## src/rtl/array_frame_loader.sv

```systemverilog
// array_frame_loader: collects a DEPTH-word frame from a valid/ready stream into a register array,
// then replays it in index order. Define ARRAY_FRAME_LOADER_SUM_EN to add the frame-sum output.
module array_frame_loader #(
  parameter int unsigned DEPTH = 8,
  parameter int unsigned WIDTH = 32
) (
  input  logic             clk,
  input  logic             reset,
  input  logic             in_valid,
  input  logic [WIDTH-1:0] in1,
  output logic             in_ready,
  output logic             out_valid,
  output logic [WIDTH-1:0] out1,
  input  logic             out_ready,
  output logic             frame_done
`ifdef ARRAY_FRAME_LOADER_SUM_EN
  ,
  output logic [WIDTH-1:0] sum
`endif
);

  localparam int unsigned     IdxW    = (DEPTH > 1) ? $clog2(DEPTH) : 1;
  localparam logic [IdxW-1:0] LastIdx = IdxW'(DEPTH - 1);

  if ((DEPTH < 2) || ((DEPTH & (DEPTH - 1)) != 0)) begin : g_bad_depth
    $error("array_frame_loader: DEPTH must be a power of two and at least 2");
  end

  typedef enum logic [1:0] {
    StInitial = 2'd0,
    StFill    = 2'd1,
    StDrain   = 2'd2,
    StIllegal = 2'd3
  } state_e;

  state_e           state_q, state_d;
  logic [IdxW-1:0]  wr_idx_q, wr_idx_d;
  logic [IdxW-1:0]  rd_idx_q, rd_idx_d;
  logic [IdxW-1:0]  rd_next;
  logic             in_ready_q, in_ready_d;
  logic             out_valid_q, out_valid_d;
  logic [WIDTH-1:0] out1_q, out1_d;
  logic             wr_en;

  // Frame storage; deliberately not reset, a drain only ever follows a complete refill.
  logic [WIDTH-1:0] arr [DEPTH-1:0];

  assign rd_next   = rd_idx_q + IdxW'(1);
  assign in_ready  = in_ready_q;
  assign out_valid = out_valid_q;
  assign out1      = out1_q;

  always_comb begin
    state_d     = state_q;
    wr_idx_d    = wr_idx_q;
    rd_idx_d    = rd_idx_q;
    in_ready_d  = in_ready_q;
    out_valid_d = out_valid_q;
    out1_d      = out1_q;
    wr_en       = 1'b0;
    frame_done  = 1'b0;

    case (state_q)
      StInitial: begin
        state_d     = StFill;
        in_ready_d  = 1'b1;
        out_valid_d = 1'b0;
        out1_d      = '0;
        wr_idx_d    = '0;
        rd_idx_d    = '0;
      end

      StFill: begin
        out_valid_d = 1'b0;
        out1_d      = '0;
        if (in_valid && in_ready_q) begin
          wr_en = 1'b1;
          if (wr_idx_q == LastIdx) begin
            // arr[0] was written on an earlier edge, so the first word can be loaded now.
            wr_idx_d    = '0;
            rd_idx_d    = '0;
            state_d     = StDrain;
            in_ready_d  = 1'b0;
            out_valid_d = 1'b1;
            out1_d      = arr[0];
          end else begin
            wr_idx_d = wr_idx_q + IdxW'(1);
          end
        end
      end

      StDrain: begin
        in_ready_d = 1'b0;
        if (out_valid_q && out_ready) begin
          if (rd_idx_q == LastIdx) begin
            frame_done  = 1'b1;
            state_d     = StFill;
            out_valid_d = 1'b0;
            out1_d      = '0;
            in_ready_d  = 1'b1;
            rd_idx_d    = '0;
          end else begin
            rd_idx_d = rd_next;
            out1_d   = arr[rd_next];
          end
        end
      end

      default: begin
        state_d     = StInitial;
        wr_idx_d    = '0;
        rd_idx_d    = '0;
        in_ready_d  = 1'b0;
        out_valid_d = 1'b0;
        out1_d      = '0;
      end
    endcase
  end

  always_ff @(posedge clk or negedge reset) begin
    if (!reset) begin
      state_q     <= StInitial;
      wr_idx_q    <= '0;
      rd_idx_q    <= '0;
      in_ready_q  <= 1'b0;
      out_valid_q <= 1'b0;
      out1_q      <= '0;
    end else begin
      state_q     <= state_d;
      wr_idx_q    <= wr_idx_d;
      rd_idx_q    <= rd_idx_d;
      in_ready_q  <= in_ready_d;
      out_valid_q <= out_valid_d;
      out1_q      <= out1_d;
    end
  end

  always_ff @(posedge clk) begin
    if (wr_en) begin
      arr[wr_idx_q] <= in1;
    end
  end

`ifdef ARRAY_FRAME_LOADER_SUM_EN
  logic [WIDTH-1:0] sum_q, sum_d;

  // Cleared on every entry to FILL, so it holds the finished frame total through DRAIN.
  always_comb begin
    sum_d = sum_q;
    case (state_q)
      StFill: begin
        if (wr_en) begin
          sum_d = sum_q + in1;
        end
      end
      StDrain: begin
        if (frame_done) begin
          sum_d = '0;
        end
      end
      default: sum_d = '0;
    endcase
  end

  always_ff @(posedge clk or negedge reset) begin
    if (!reset) begin
      sum_q <= '0;
    end else begin
      sum_q <= sum_d;
    end
  end

  assign sum = sum_q;
`endif

endmodule

```

## config.mk

```make
export PLATFORM = sky130hd
export DESIGN_NAME = array_frame_loader
export DESIGN_NICKNAME = d
export VERILOG_FILES = /design/src/rtl/array_frame_loader.sv
export SDC_FILE = /design/constraint.sdc
export NUM_CORES = 1
export LEC_CHECK = 0
export ABC_AREA = 1
export BUFFER_PORTS_ARGS = -buffer_cell sky130_fd_sc_hd__buf_2
export CORE_MARGIN = 4
export CORE_UTILIZATION = 40
export CTS_CLUSTER_SIZE = 28
export DETAILED_ROUTE_END_ITERATION = 10
export PLACE_DENSITY = 0.63
export RECOVER_POWER = 25
export SYNTH_ARGS = -nofsm -noshare
export SYNTH_HDL_FRONTEND = slang
export SYNTH_SLANG_ARGS = --single-unit
```

## constraint.sdc

```tcl
create_clock -name clk -period 3.6 [get_ports clk]
set_input_delay 0.54 -clock clk [delete_from_list [all_inputs] [get_ports clk]]
set_output_delay 0.54 -clock clk [all_outputs]
set_load 0.005 [all_outputs]
```

* After elaboration in Yosys (flattened, before gate mapping) *
Memory sizes are Yosys's and may differ from the RTL's.
Index checks and enable logic that the tools add are counted.
Widths: inputs -> output; s select.

storage, ports and cells
  output and inout port bits = 35
  memory bits (writable) = 256
  memories kept = 1
  input bits = 36
  register bits = 42

memories
  name  depth  bits a word  read ports  clocked after Yosys merged registers in  write ports  line  RTL
  arr   8      32           2           0                                        1            46    logic [WIDTH-1:0] arr [DEPTH-1:0];

cells by class
  muxes and demuxes = 33
  add/subtract/negate cells = 2
  reductions and logical operators = 8
  bitwise logic cells = 1
  eq/ne operators = 8

operators by type and width
  operator             count
  $mux 32              4
  $pmux 32 s2          1
  $mux 3               6
  $mux 1               13
  $pmux 3 s2           2
  $mux 2               4
  $ne 2x2->1 const B   4
  $add 3x1->3 const B  2
  $eq 3x3->1 const B   2
  $pmux 2 s3           1
  $reduce_and 2->1     3
  $reduce_and 4->1     1
  $pmux 1 s3           1
  $reduce_and 3->1     1
  $eq 2x1->1 const B   1
  $eq 2x2->1 const B   1
  $logic_and 1x1->1    2
  $logic_not 2->1      1
  $pmux 1 s2           1
  $not 1->1            1

* Logic depth before layout (Yosys ltp) *
Gate-level depths: netlist (run 1).

  depth after elaboration = 5
  mapped depth = 11
  gate-level depth less buffers = 9

* Worst setup path before layout (run 1) *
No wires, ideal clock.

  path kind = register to register
  start = register state_q[1]
  end = memory arr[0][0], enable pin
  clock period less this slack = 2,914 ps
  path buffers = 0
  stages on the path, launching flop included = 7
  setup time = 421 ps
  data arrival time = 2,493 ps
  path slack = 686 ps
  path through = dfrtp_1 inv_1 ha_1 inv_1 nor2_1 nand2_1 nor2_1

between the ends
  cells in the longest elaborated chain, start to end = 4

ends and longest elaborated chain
  what                          line  RTL
  start, declared               36    state_e state_q, state_d;
  start signal, assigned        122   state_q <= StInitial;
  start signal, assigned        129   state_q <= state_d;
  $eq 2x1->1                    63    case (state_q)
  $mux 1                        63
  $mux 1                        139   if (wr_en) begin
  $mux 1 (implied by the code)  140   arr[wr_idx_q] <= in1;
  end, declared                 46

Every way passes these cells.

* Worst setup path after layout (run 1) *
  start = register state_q[1]
  end = memory arr[4][6], enable pin

The elaborated chain is that of the path after synthesis.

==> impl_metrics.csv, run 1 <==
group,metric,value,unit
power,vdd_drop_max,243.0,µV
worst_setup_path,crit_chain,"inv_1, ha_1, inv_1, nor2_1, nand2_1, nor2_4, buf_4",
worst_setup_path,cp-end-kind,"flip-flop",
cts,ctsResizeCount,0,
floorplanning,die_area,0.03524,mm²
cts,clkTransAtPathRegs,0.06,ns
power,leakage,6.600,nW
floorplanning,dieHeight,187.7,µm
power,p_per_area,475.6,mW/mm²
timing,setup_violations,0,
cts,clock-root-buffer,"clkbuf_16",
drt,drt-initial-drc-count,705,
logic_synthesis,synth.avg_cell_area,9.955,µm²
worst_setup_path,cp_slowest_stage_delay,0.50,ns
global_route,grtUsageTotal,0.1687,
cells_and_area,final_cell_mix,"497 x nand2_1, 256 x edfxtp_1, 202 x inv_1, 196 x nand3_1, 44 x buf_2",
timing,maxSlewHeadroom,0.2904,
drt,viasPerCell,4.858,
timing,period_needed,2.685,ns
cells_and_area,antenna_cells,0,
drt,wl,29920,µm
logic_synthesis,synth_cell_type_count,18,
cts,clkLatencyLatePin,0.51,ns
logic_synthesis,synth_area,0.01292,mm²
global_route,grt_pass1_vias,8627,
worst_hold_path,hold_path_class,"input pin to asynchronous set/reset pin",
timing,slew_viol_final,0,
power,power.total,7.022,mW
cts,cts_setup_buffers,0,
floorplanning,core,0.03172,mm²
logic_synthesis,synthCells,1298,
cells_and_area,nets,1413,
timing,grt_setup_unrepaired,"false",
global_route,antenna_found_initial,0,
timing,finalHoldViolations,0,
placed_design,dp_cells,1733,
global_route,grt_overflow_total,0,
worst_setup_path,cp-endpoint,"arr[4][6]",
worst_setup_path,r2r_setup_slack,0.92,ns
drt,firstDrtPassIters,5,
logic_synthesis,yosys_warnings,0,
cells_and_area,fin_area,0.01476,mm²
job,drv_cap,0,
timing,whs,0.1974,ns
cells_and_area,layout.cells.most_common,"nand2_1",
logic_synthesis,ys_ff_latch,298,
placed_design,port_buffers,70,
global_route,grt_max_degree,86,
global_route,grt_pass1_wl,47680,µm
timing,max_freq,372.5,MHz
cells_and_area,post-route-util,0.4655,
timing,skew,0.01960,ns
timing,worst_pin_slew,1.063,ns
placed_design,dpl_cell_area,0.01376,mm²
cells_and_area,drive_gt1_frac,0.09261,
drt,vias,8720,
timing,fin_ws,0.9151,ns
floorplanning,rows,65,
worst_setup_path,crit_fanout,20,
logic_synthesis,seq_area_frac_synth,0.6763,
worst_setup_path,path_common_cell,"inv_1",
placed_design,place_ws,0.9091,ns
logic_synthesis,synth_fp_nets,1344,
drt,drtAntennaViolNets,0,
placed_design,gp_routability_congestion,0.7761,
timing,finalCritPeriodShare,0.7458,
floorplanning,dieWidth,187.7,µm
floorplanning,ios,71,
worst_setup_path,reg2regPathDepth,7,
worst_setup_path,worstReg2RegEnd,"arr[4][6]",
placed_design,dp_hpwl,17200,µm
run_status,status,"finished clean",
cts,clockBufferDepth,3,
cts,cts_tree,"yes",
cts,cts_buffers,34,
cts,htree_levels,2,
worst_setup_path,cp_slowest_cell,"nor2_4",
floorplanning,initial_utilization,0.4074,
worst_setup_path,crit_arrival,2.86,ns
worst_setup_path,critPathLaunchType,"flip-flop",
cts,cts_hold_buf,0,
worst_setup_path,r2r_start,"state_q[1]",
cells_and_area,layoutNonFillerInstCount,1795,
worst_setup_path,crit_start,"state_q[1]",
cts,clock-sinks,298,
worst_setup_path,worstPathRequired,3.78,ns
timing,tns,0,ns
drt,avgRoutedWirePerCell,16.67,µm
worst_setup_path,worstSetupPathType,"flip-flop to flip-flop",
cells_and_area,synthToLayoutAreaGrowth,14.26,%
drt,drc_errors,0,
==> critical path, delay by kind of cell (launching register included) <==
| family | cells | cell delay [ns] |
|---|---|---|
| AND/OR/NAND/NOR | 3 | 1.13 |
| adder cells (fa/ha/maj) | 1 | 0.22 |
| flip-flops | 1 | 0.40 |
| buffers and inverters | 3 | 0.62 |
==> cells by family after synthesis <==
logic type / count (synthesis) / share of synthesized area
and+or+nand+nor: 712 / 0.2267
DFF: 298 / 0.6763
buffers and inverters: 266 / 0.08231
AOI/OAI and AO/OA: 12 / 0.005035
adders and majority gates: 10 / 0.009683
==> synthesized netlist by cell type <==
| library cell | count | area [µm²] |
|---|---|---|
| o21ai_0 | 6 | 30.03 |
| nor2_2 | 1 | 6.260 |
| buf_1 | 2 | 7.510 |
| nand4_1 | 1 | 6.260 |
| clkbuf_1 | 14 | 52.55 |
| buf_4 | 4 | 30.03 |
| edfxtp_1 | 256 | 7687 |
| nand3_1 | 196 | 980.9 |
| inv_2 | 4 | 15.01 |
| a21oi_1 | 4 | 20.02 |
| dfrtp_1 | 42 | 1051 |
| nor3_2 | 1 | 10.01 |
| nand2_1 | 497 | 1866 |
| ha_1 | 10 | 125.1 |
| nor2_1 | 16 | 60.06 |
| inv_1 | 202 | 758.2 |
| buf_2 | 40 | 200.2 |
| o31ai_1 | 2 | 15.01 |
==> worst min-delay path by stage <==
stage             start        to  depth (start not counted)
5_1_grt           reset  out1[21]                          1
3_5_place_dp   out1[19]  out1[19]                          2
3_3_place_gp   out1[21]  out1[21]                          2
4_1_cts           reset  out1[19]                          1
6_report          reset  out1[12]                          1
2_1_floorplan     reset  in_ready                          0
==> power by group <==
part / switching [mW] / leakage [nW] / total [mW] / internal, mW
registers: 0 / 2.87 / 3.75 / 3.75
logic: 0.0599 / 3.23 / 0.0709 / 0.0110
clock network: 1.36 / 0.499 / 3.20 / 1.84
==> metal layers <==
metal	GRT usage	routed length (µm)	part of all wire	up-vias
li1	-	-	-	4295
met1	0.2358	13800	0.46	4154
met2	0.2805	14150	0.47	236
met3	0.03016	1570	0.052	35
met4	0.03303	409	0.014	0
met5	0	0	0	-
==> state kept, by name, summed over array words and instances, names as in the netlist <==
| register | count |
|---|---|
| out_valid | 1 |
| arr | 256 |
| rd_idx_q | 3 |
| state_q | 2 |
| wr_idx_q | 3 |
| in_ready | 1 |
| out1 | 32 |
==> cell type report <==
class	count	area [µm²]
Multi-Input combinational cell	734	3191
Fill cell	2908	16950
Sequential cell	298	8742
Inverter	206	774.5
Tap cell	402	503.0
Timing Repair Buffer	93	515.5
Clock buffer	46	937.1
Clock inverter	16	101.3
No activity file was read; power rests on OpenSTA's default activity.
==> run 2, diff against run 1 <==
Settings changed: PLACE_DENSITY 0.63 to 0.65.
Clock period 3.6 ns to 2.3 ns, I/O delays scaled along.
==> impl_metrics.csv, run 2 (synthesis results as in run 1) <==
group,metric,value,unit
run_status,status,"finished clean",
cts,clkTransAtPathRegs,0.07,ns
cts,cts_tree,"yes",
placed_design,gp_routability_congestion,0.7817,
drt,firstDrtPassIters,5,
global_route,grt_pass1_vias,8776,
cts,clock-sinks,298,
cts,cts_setup_buffers,0,
timing,slew_viol_final,0,
timing,whs,0.09817,ns
timing,grt_setup_unrepaired,"true",
cts,clock-root-buffer,"clkbuf_16",
cells_and_area,regMostFlops,"arr",
global_route,grt_max_degree,70,
floorplanning,rows,65,
drt,drc_errors,0,
drt,drtAntennaViolNets,0,
placed_design,dp_hpwl,17810,µm
drt,avgRoutedWirePerCell,16.58,µm
cells_and_area,layout.cells.most_common,"nand2_1",
global_route,grt_pass1_wl,47670,µm
worst_setup_path,cp-end-kind,"flip-flop",
timing,finalHoldViolations,0,
worst_setup_path,crit_chain,"inv_1, ha_1, inv_1, nor2_1, nand2_1, nor2_4, buf_4",
timing,period_needed,2.155,ns
power,leakage,6.777,nW
cells_and_area,antenna_cells,0,
worst_setup_path,critPathLaunchType,"flip-flop",
floorplanning,die_area,0.03524,mm²
drt,vias,8751,
cts,clockBufferDepth,3,
cells_and_area,nets,1425,
worst_setup_path,worstPathRequired,2.54,ns
cells_and_area,layoutNonFillerInstCount,1805,
timing,worst_pin_slew,0.7436,ns
worst_setup_path,crit_arrival,2.39,ns
worst_setup_path,path_common_cell,"inv_1",
worst_setup_path,worstSetupPathType,"flip-flop to flip-flop",
cts,cts_buffers,30,
cells_and_area,synthToLayoutAreaGrowth,16.93,%
timing,setup_violations,0,
cts,clkLatencyLatePin,0.55,ns
cells_and_area,largest_reg_flops,256,
global_route,grt_overflow_total,0,
floorplanning,core,0.03172,mm²
drt,drt-initial-drc-count,853,
timing,maxSlewHeadroom,0.5043,
timing,finalCritPeriodShare,0.9370,
power,vdd_drop_max,571.2,µV
global_route,grtUsageTotal,0.1676,
floorplanning,ios,71,
job,drv_cap,0,
placed_design,dp_cells,1748,
worst_setup_path,worst_path_dominant_cell_family,"simple AND/OR/NAND/NOR gates",
cells_and_area,drive_gt1_frac,0.1148,
floorplanning,initial_utilization,0.4074,
drt,wl,29920,µm
floorplanning,dieWidth,187.7,µm
cts,ctsResizeCount,0,
global_route,antenna_found_initial,0,
timing,skew,0.008366,ns
power,p_per_area,729.5,mW/mm²
worst_setup_path,cp.buffers_inverters,3,
worst_setup_path,crit_fanout,16,
worst_hold_path,hold_path_class,"input pin to flip-flop",
worst_setup_path,cp_slowest_cell,"dfrtp_1",
drt,viasPerCell,4.848,
floorplanning,dieHeight,187.7,µm
placed_design,port_buffers,70,
timing,max_freq,464.0,MHz
cts,htree_levels,1,
worst_setup_path,cp_slowest_stage_delay,0.40,ns
cells_and_area,final_cell_mix,"497 x nand2_1, 256 x edfxtp_1, 202 x inv_1, 196 x nand3_1, 56 x buf_2",
run 2: what timing repair did:
action,CTS,global route
hold buffers,1,0
endpoints found under the hold margin,19,0
endpoints found under the setup margin,0,205
run 2: power breakdown:
group / switching, mW / internal [mW]
sequential: 0 / 5.87
clock: 2.05 / 2.99
combinational: 0.0934 / 0.0216
total: 2.14 / 8.88
run 2: final cells by class:
type                       instances  area [µm²]
clock buffer                      39       825.8
clock inverter                    17       206.4
fill                            2847       16610
inverter                         206       774.5
multi-input combinational        734        3191
sequential                       298        8742
tap                              402       503.0
timing repair buffer             109       865.8
run 2: layer usage:
metal  global-route usage  share of wire  wire length (µm)  vias to the layer above
li1                     -              -                 -                     4305
met1               0.2359           0.45             13390                     4153
met2               0.2754           0.47             14090                      249
met3              0.02308          0.062              1842                       44
met4              0.04574          0.020               603                        0
met5                    0              0                 0                        -
run 2: per-stage QoR:
stage                       util  setup slack (ns)  instance area (µm²)  setup TNS, ns  total power [mW]
final                     0.4763            0.1448                15110              0             11.02
after global routing      0.4763          -0.09242                15110         -5.947             11.37
after CTS                 0.4769            0.1345                15130              0             11.12
after detailed placement  0.4440            0.1580                14080              0             6.102
after global placement    0.4440            0.1745                14080              0             6.098
after floorplan                -           -0.1371                12940         -35.09             5.984
run 2: path summary, 6_finish.rpt:
path,end,slack [ns],cells past startpoint,start
max in group asynchronous,in_ready,1.25,3,reset
min in group asynchronous,out1[31],0.40,2,reset
min,arr[1][7],0.1,1,in1[7]
min reg2reg,out1[23],0.47,2,out1[23]
max,arr[7][17],0.14,7,state_q[1]
max reg2reg,arr[7][17],0.14,7,state_q[1]
